--- src/rtl/key_pkg.sv ---
// Shared key-handling definitions: one-hot decoder states and debounced level constants.
package key_pkg;

  typedef enum logic [4:0] {
    ST_IDLE      = 5'b00001,
    ST_PRESS1    = 5'b00010,
    ST_WAIT2     = 5'b00100,
    ST_PRESS2    = 5'b01000,
    ST_LONG_HOLD = 5'b10000
  } key_fsm_t;

  // Debounced key_state levels, common with the debouncer.
  localparam logic KEY_PRESSED  = 1'b0;
  localparam logic KEY_RELEASED = 1'b1;

  function automatic int max3(input int a, input int b, input int c);
    int m;
    m = (a > b) ? a : b;
    return (m > c) ? m : c;
  endfunction

endpackage

--- src/rtl/key_event_decoder.sv ---
// Classifies debounced key activity into single/double/long-press pulses.
// Optional auto-repeat in long hold is enabled with `define KEY_REPEAT_EN.
module key_event_decoder
  import key_pkg::*;
#(
  parameter int LONG_CNT    = 50_000_000,
  parameter int DBL_GAP_CNT = 15_000_000,
  parameter int REPEAT_CNT  = 10_000_000,
  parameter int CNT_W       = 26
) (
  input  logic clk,
  input  logic rst,
  input  logic key_flag,
  input  logic key_state,
  output logic evt_single,
  output logic evt_double,
  output logic evt_long,
  output logic evt_repeat,
  output logic key_busy
);

  localparam logic [CNT_W-1:0] LONG_LAST = CNT_W'(LONG_CNT - 1);
  localparam logic [CNT_W-1:0] DBL_LAST  = CNT_W'(DBL_GAP_CNT - 1);
  // The timer keeps running in LONG_HOLD; parking it here keeps it from wrapping.
  localparam logic [CNT_W-1:0] CNT_SAT   = CNT_W'(max3(LONG_CNT, DBL_GAP_CNT, REPEAT_CNT));

  key_fsm_t         state_reg, state_next;
  logic [CNT_W-1:0] timer_reg;
  logic             single_reg, double_reg, long_reg, busy_reg;
  logic             single_next, double_next, long_next;
  logic             key_press, key_release;

  assign key_press   = key_flag && (key_state == KEY_PRESSED);
  assign key_release = key_flag && (key_state == KEY_RELEASED);

  always_comb begin
    state_next  = state_reg;
    single_next = 1'b0;
    double_next = 1'b0;
    long_next   = 1'b0;
    // Key flags are checked before timer terminals so a flag wins a tie.
    case (state_reg)
      ST_IDLE: begin
        if (key_press) state_next = ST_PRESS1;
      end
      ST_PRESS1: begin
        if (key_release) begin
          state_next = ST_WAIT2;
        end else if (timer_reg == LONG_LAST) begin
          long_next  = 1'b1;
          state_next = ST_LONG_HOLD;
        end
      end
      ST_WAIT2: begin
        if (key_press) begin
          state_next = ST_PRESS2;
        end else if (timer_reg == DBL_LAST) begin
          single_next = 1'b1;
          state_next  = ST_IDLE;
        end
      end
      ST_PRESS2: begin
        if (key_release) begin
          double_next = 1'b1;
          state_next  = ST_IDLE;
        end else if (timer_reg == LONG_LAST) begin
          long_next  = 1'b1;
          state_next = ST_LONG_HOLD;
        end
      end
      ST_LONG_HOLD: begin
        if (key_release) state_next = ST_IDLE;
      end
      default: state_next = ST_IDLE;
    endcase
  end

  always_ff @(posedge clk or posedge rst) begin
    if (rst) begin
      state_reg  <= ST_IDLE;
      timer_reg  <= '0;
      single_reg <= 1'b0;
      double_reg <= 1'b0;
      long_reg   <= 1'b0;
      busy_reg   <= 1'b0;
    end else begin
      state_reg  <= state_next;
      single_reg <= single_next;
      double_reg <= double_next;
      long_reg   <= long_next;
      busy_reg   <= (state_next != ST_IDLE);
      if (state_next != state_reg) begin
        timer_reg <= '0;
      end else if (state_reg != ST_IDLE && timer_reg != CNT_SAT) begin
        timer_reg <= timer_reg + 1'b1;
      end
    end
  end

`ifdef KEY_REPEAT_EN
  localparam logic [CNT_W-1:0] REP_LAST = CNT_W'(REPEAT_CNT - 1);

  logic [CNT_W-1:0] rep_cnt_reg;
  logic             repeat_reg, repeat_next;
  logic             hold_stay;

  assign hold_stay   = (state_reg == ST_LONG_HOLD) && (state_next == ST_LONG_HOLD);
  assign repeat_next = hold_stay && (rep_cnt_reg == REP_LAST);

  always_ff @(posedge clk or posedge rst) begin
    if (rst) begin
      rep_cnt_reg <= '0;
      repeat_reg  <= 1'b0;
    end else begin
      repeat_reg <= repeat_next;
      if (!hold_stay || rep_cnt_reg == REP_LAST) begin
        rep_cnt_reg <= '0;
      end else begin
        rep_cnt_reg <= rep_cnt_reg + 1'b1;
      end
    end
  end

  assign evt_repeat = repeat_reg;
`else
  assign evt_repeat = 1'b0;
`endif

  assign evt_single = single_reg;
  assign evt_double = double_reg;
  assign evt_long   = long_reg;
  assign key_busy   = busy_reg;

endmodule

--- config.mk ---
export PLATFORM = sky130hd
export DESIGN_NAME = key_event_decoder
export DESIGN_NICKNAME = d
export VERILOG_FILES = /design/src/rtl/key_pkg.sv /design/src/rtl/key_event_decoder.sv
export SDC_FILE = /design/constraint.sdc
export NUM_CORES = 1
export LEC_CHECK = 0
export CAP_MARGIN = 20
export CORE_MARGIN = 2
export CORE_UTILIZATION = 60
export DETAILED_ROUTE_END_ITERATION = 8
export PLACE_DENSITY = 0.87
export SYNTH_ARGS = -nofsm -noshare
export SYNTH_HDL_FRONTEND = slang
export SYNTH_SLANG_ARGS = --single-unit
--- constraint.sdc ---
create_clock -name clk -period 2.9 [get_ports clk]
set_input_delay 0.725 -clock clk [delete_from_list [all_inputs] [get_ports clk]]
set_output_delay 0.725 -clock clk [all_outputs]
set_load 0.005 [all_outputs]
==> metrics.yaml, run 1 <==
sta:
  max_freq_mhz: 427
  slew_viol_final: 0
  setup_ws_ns: 0.560
  fin_skew_ns: 0.00395
  period_minus_slack_ns: 2.34
  finalHoldViolations: 0
  finalCritPeriodShare: 0.807
  slew_headroom: 0.511
  worst_pin_slew_ns: 0.733
  setup_violations: 0
  fin_tns_setup_ns: 0
  rsz0062_at_grt: "no"
worst_setup_path:
  r2r-end: "timer_reg[6]"
  startpoint_type: "flop"
  crit_path_max_fanout: 26
  r2r_start: "timer_reg[12]"
  critical_path_arrival_ns: 2.57
  crit_chain: "or4b_2, nor3_1, a21oi_1, a211oi_4, buf_4, nor2_1"
  critPathKind: "reg -> reg"
  crit_buf_inv: 1
  endpoint: "timer_reg[6]"
  crit_slowest_cell: "or4b_2"
  crit_family: "simple AND/OR/NAND/NOR gates"
  slowest_delay_ns: 0.68
  reg2reg_depth: 6
  cp-startpoint: "timer_reg[12]"
  cp-end-kind: "flop"
  required_ns: 3.13
  r2r_setup_slack_ns: 0.56
  cp.depth: 6
cells_and_area:
  areaGrowthSynthToFinish_pct: 7.68
  final_nets: 228
  final_common_cell: "nor2_1"
  antenna_cells: 0
  final_cell_mix: "nor2_1 (36), dfrtp_1 (34), xor2_1 (24)"
  drive_gt1_frac: 0.117
  largest_register_ffs: 26
  fin_area_mm2: 0.00216
detailed_routing:
  drc: 0
  viasPerCell: 5.69
  ant_nets: 0
  drt-total-wl_um: 3750
  avgRoutedWirePerCell_um: 14.0
  dr_total_vias: 1520
  drt_iter0_drc: 101
  first_pass_iters: 4
run:
  cap_viol_max_count: 0
power:
  swShare: 0.333
  vdd_ir_drop_max_mv: 0.276
  intPower_uw: 715
  power_frac_comb: 0.251
  p_clk_frac: 0.233
  total_power_uw: 1070
  leakagePower_uw: 0.000892
  pwr-share-seq: 0.516
  powerDensity_mw_per_mm2: 497
  p_switching_uw: 357
yosys:
  synth_area_leaders: "dfrtp_1 (42%), xor2_1 (10%), nor2_1 (6.7%), nand4_1 (4.7%), nand3_1 (3.0%)"
  synth-edff-count: 0
  ys_ff_latch: 35
  yosysSeqAreaShare: 0.438
  avgSynthCellArea_um2: 9.45
  yosysWarnings: 0
  synth_cell_types: 46
  synth_top_cell_area_share: 0.425
  ys.flop_type: "dfrtp_1"
  synth_top_area_cell: "dfrtp_1"
  netlist_area_mm2: 0.00200
  synth_nets: 218
  async_reset_ff_frac: 1.00
  synthCells: 212
clock_network:
  numCtsBuffers: 5
  post_cts_buffers: 0
  cts_max_level: 2
  ctsRootBufferMaster: "clkbuf_4"
  cts_tree: "yes"
  clock_latency_ns: 0.34
  clk_pin_slew_worst_paths_ns: 0.10
  ctsResizeCount: 0
  cts.path.max_buffers: 2
  ctsHoldBuffers: 0
  numClockSinks: 35
placement:
  post-place-ws_ns: 0.548
  place_congestion: 0.870
  io_buffers: 7
  dpl.hpwl_um: 2630
  placed_area_mm2: 0.00211
die:
  start_util: 0.646
  fp.dieW_um: 61.8
  core_mm2: 0.00310
  ios: 9
  fp.dieH_um: 61.8
  rows: 20
  die_area_mm2: 0.00382
grt:
  grt_use_met3: 0.0455
  grt_pass1_wl_um: 6470
  grtUsageTotal: 0.237
  grt_max_degree: 36
  grt_pass1_vias: 1420
  gr-total-overflow: 0
  antenna_found_initial: 0
  met2_usage: 0.377
  top_usage_layer: "met2"
  grt_use_met1: 0.309
run_status:
  outcome: "finished, final reports clean"
min_path:
  hp-class: "reg -> reg"
==> per-stage QoR <==
stage,hold WS [ns],std cells,util
after global routing,0.617,267,0.695
final,0.577,267,0.695
after global placement,0.539,259,0.679
after floorplan,0.518,212,-
after detailed placement,0.556,259,0.679
after CTS,0.582,267,0.695
==> Yosys cell counts (4+ instances only) <==
cell	n
o211ai_1	4
nand3_1	12
a21oi_1	5
xor2_1	24
and3_1	4
nor3_1	5
nand4_1	15
nor2_1	36
xnor2_1	4
dfrtp_1	34
inv_1	7
nand2_1	14
==> worst min-delay path by stage <==
stage	slack (ns)	startpoint	cells past startpoint	end
after floorplan	0.52	timer_reg[24]	2	timer_reg[24]
after detailed placement	0.56	timer_reg[23]	2	timer_reg[23]
after global placement	0.54	timer_reg[24]	2	timer_reg[24]
final	0.58	timer_reg[23]	2	timer_reg[23]
after global routing	0.62	timer_reg[24]	2	timer_reg[24]
after CTS	0.58	timer_reg[23]	2	timer_reg[23]
==> cell families (layout without fill, tap and decap cells) <==
| kind of cell | Yosys count | count (layout) | share of synthesized area |
|---|---|---|---|
| mux | 1 | 1 | 0.00500 |
| fa+ha+maj | 2 | 2 | 0.0125 |
| flops | 35 | 35 | 0.438 |
| buf+inv | 15 | 26 | 0.0387 |
| xor+xnor | 28 | 28 | 0.122 |
| simple gates | 111 | 111 | 0.309 |
| compound gates | 19 | 19 | 0.0725 |
| other cells | 1 | 1 | 0.00187 |
==> per-layer routing <==
| layer | share of wire | vias to the layer above | wire [µm] |
|---|---|---|---|
| met5 | 0 | - | 0 |
| met4 | 0.023 | 0 | 85 |
| met3 | 0.029 | 8 | 109 |
| met2 | 0.47 | 24 | 1760 |
| met1 | 0.48 | 722 | 1790 |
| li1 | - | 766 | - |
==> power by group through the flow <==
stage	logic [µW]	clock network, µW	registers [µW]
2_1_floorplan	238	0	544
4_1_cts	273	260	553
5_1_grt	314	282	559
3_5_place_dp	273	0	563
6_report	269	249	554
3_3_place_gp	264	0	561
==> tightest hold or removal path, delay by kind of cell (launching register included) <==
kind / cells / cell delay, ns
xor gates and xnor gates: 1 / 0.08
DFF: 1 / 0.38
and+or+nand+nor: 1 / 0.08
==> cell type report <==
| cell class | count | area, µm² |
|---|---|---|
| Timing Repair Buffer | 11 | 100 |
| Tap cell | 44 | 55.1 |
| Fill cell | 255 | 946 |
| Clock inverter | 1 | 5.00 |
| Inverter | 7 | 26.3 |
| Clock buffer | 7 | 45.0 |
| Sequential cell | 35 | 877 |
| Multi-Input combinational cell | 162 | 1050 |
Power figures use the tool's default switching activity.
==> run 2: changes to the inputs <==
- clock period: 2.9 -> 2.2 ns (I/O delays scaled with it)
==> metrics.yaml, run 2 (synthesized netlist as in run 1, its figures left out) <==
cells_and_area:
  largest_register_ffs: 26  # unchanged
  areaGrowthSynthToFinish_pct: 22.1
  drive_gt1_frac: 0.265  # +0.148
  final_cell_mix: "dfrtp_1 (33), nor2_1 (26), buf_4 (25)"
  final_nets: 254  # +11%
  antenna_cells: 0  # unchanged
  final_common_cell: "dfrtp_1"
grt:
  antenna_found_initial: 0  # unchanged
  gr-total-overflow: 0  # unchanged
  grt_pass1_wl_um: 6780  # +4.7%
  grt_max_degree: 36  # unchanged
  grt_pass1_vias: 1514  # +6.6%
  grtUsageTotal: 0.245  # +0.00771
die:
  fp.dieH_um: 61.8  # unchanged
  start_util: 0.646  # unchanged
  core_mm2: 0.00310  # unchanged
  rows: 20  # unchanged
  fp.dieW_um: 61.8  # unchanged
  ios: 9  # unchanged
  die_area_mm2: 0.00382  # unchanged
detailed_routing:
  first_pass_iters: 4  # unchanged
  dr_total_vias: 1813  # +19%
  avgRoutedWirePerCell_um: 17.4  # +24%
  drt_iter0_drc: 195  # +93%
  drt-total-wl_um: 5100  # +36%
  drc: 0  # unchanged
  ant_nets: 0  # unchanged
  viasPerCell: 6.19  # +8.7%
worst_setup_path:
  critical_path_arrival_ns: 2.50  # -0.07 ns
  critPathKind: "reg -> reg"
  crit_path_max_fanout: 7  # -73%
  crit_slowest_cell: "or4_4"
  crit_buf_inv: 2  # +1
  required_ns: 2.45  # -0.68 ns
  slowest_delay_ns: 0.54  # -0.14 ns
  cp-end-kind: "flop"
  crit_chain: "nor4b_4, nand4_1, or4_4, a211oi_4, buf_6, clkbuf_16, nor2_1"
  crit_family: "simple AND/OR/NAND/NOR gates"
  startpoint_type: "flop"
sta:
  fin_skew_ns: 0.0158  # +0.0119 ns
  hold_ws_ns: 0.595  # +0.0185 ns
  finalCritPeriodShare: 1.02  # +0.215
  max_freq_mhz: 445  # +4.1%
  finalHoldViolations: 0  # unchanged
  rsz0062_at_grt: "yes"
  slew_viol_final: 0  # unchanged
  setup_violations: 25  # +25
  period_minus_slack_ns: 2.25  # -0.0923 ns
  setup_ws_ns: -0.0476  # -0.608 ns
clock_network:
  cts_max_level: 2  # unchanged
  ctsRootBufferMaster: "clkbuf_4"
  cts.path.max_buffers: 2  # unchanged
  numCtsBuffers: 5  # unchanged
  cts_tree: "yes"
  clk_pin_slew_worst_paths_ns: 0.12  # +0.02 ns
  clock_latency_ns: 0.36  # +0.02 ns
  numClockSinks: 35  # unchanged
run_status:
  violations: "setup timing"
  outcome: "finished with violations"
run:
  cap_viol_max_count: 0  # unchanged
power:
  leakagePower_uw: 0.00104  # +17%
  powerDensity_mw_per_mm2: 695  # +40%
  vdd_ir_drop_max_mv: 0.387  # +40%
  total_power_uw: 1700  # +58%
placement:
  io_buffers: 7  # unchanged
  dpl.hpwl_um: 3050  # +16%
  place_congestion: 0.875  # +0.47%
min_path:
  hp-class: "in -> async"
==> run 2: cell types whose count changed in the layout (fill, tap and decap cells not counted), moves of 2 or more <==
cell,change
clkbuf_1,-2
nor2_2,+10
nor2_1,-10
clkinvlp_4,+2
clkbuf_16,+2
buf_6,+2
buf_4,+21
==> run 2: worst paths after layout <==
| path | start | to | slack (ns) | depth (start not counted) |
|---|---|---|---|---|
| max | timer_reg[16] | timer_reg[15] | -0.05 | 7 |
| min | rst | timer_reg[18] | 0.60 | 3 |
| max reg2reg | timer_reg[16] | timer_reg[15] | -0.05 | 7 |
| min reg2reg | state_reg[3] | state_reg[4] | 0.60 | 2 |
| max in group asynchronous | rst | state_reg[0] | 1.27 | 3 |
| min in group clk | state_reg[3] | state_reg[4] | 0.60 | 2 |
==> run 2: tightest hold or removal path, delay by kind of cell <==
kind                   cells  cell delay (ns)
buffers and inverters      3             0.85
==> run 2: power breakdown <==
part	total, µW	internal [µW]	switching [µW]	leakage (µW)
logic	611	290	321	0.000537
clock network	361	122	239	0.0000272
registers	728	685	42.1	0.000481
total	1700	1100	602	0.00104
==> run 2: per-stage QoR <==
step	setup TNS (ns)	std cells	setup WS [ns]	area [µm²]	utilization
6_report	-0.537	293	-0.0476	2450	0.788
4_1_cts	0	286	0.0539	2320	0.748
3_5_place_dp	0	278	0.0687	2260	0.729
5_1_grt	-2.36	293	-0.112	2450	0.788
2_1_floorplan	0	212	0.0642	2000	-
3_3_place_gp	0	278	0.0812	2260	0.729
==> run 2: layer usage <==
layer | track usage | part of all wire
met2 | 0.382 | 0.48
met3 | 0.0600 | 0.064
met1 | 0.328 | 0.41
met5 | 0 | 0
met4 | 0.100 | 0.044
==> run 2: final cells by class <==
class,instances,area (µm²)
clock inverter,3,20.0
clock buffer,5,37.5
sequential,35,878
inverter,7,26.3
timing repair buffer,37,350
fill,202,657
multi-input combinational,162,1080
tap,44,55.1
==> run 2: timing repair <==
action,in CTS,in global routing
hold buffers,0,0
gates resized for setup,0,13
hold endpoints to repair,0,0
buffers inserted,0,4
setup endpoints to repair,0,26
==> run 3: changes to the inputs <==
- CAP_MARGIN: 20 -> not set
==> results of run 3 <==
The final DEF is identical to that of run 2; final timing and power are the same.
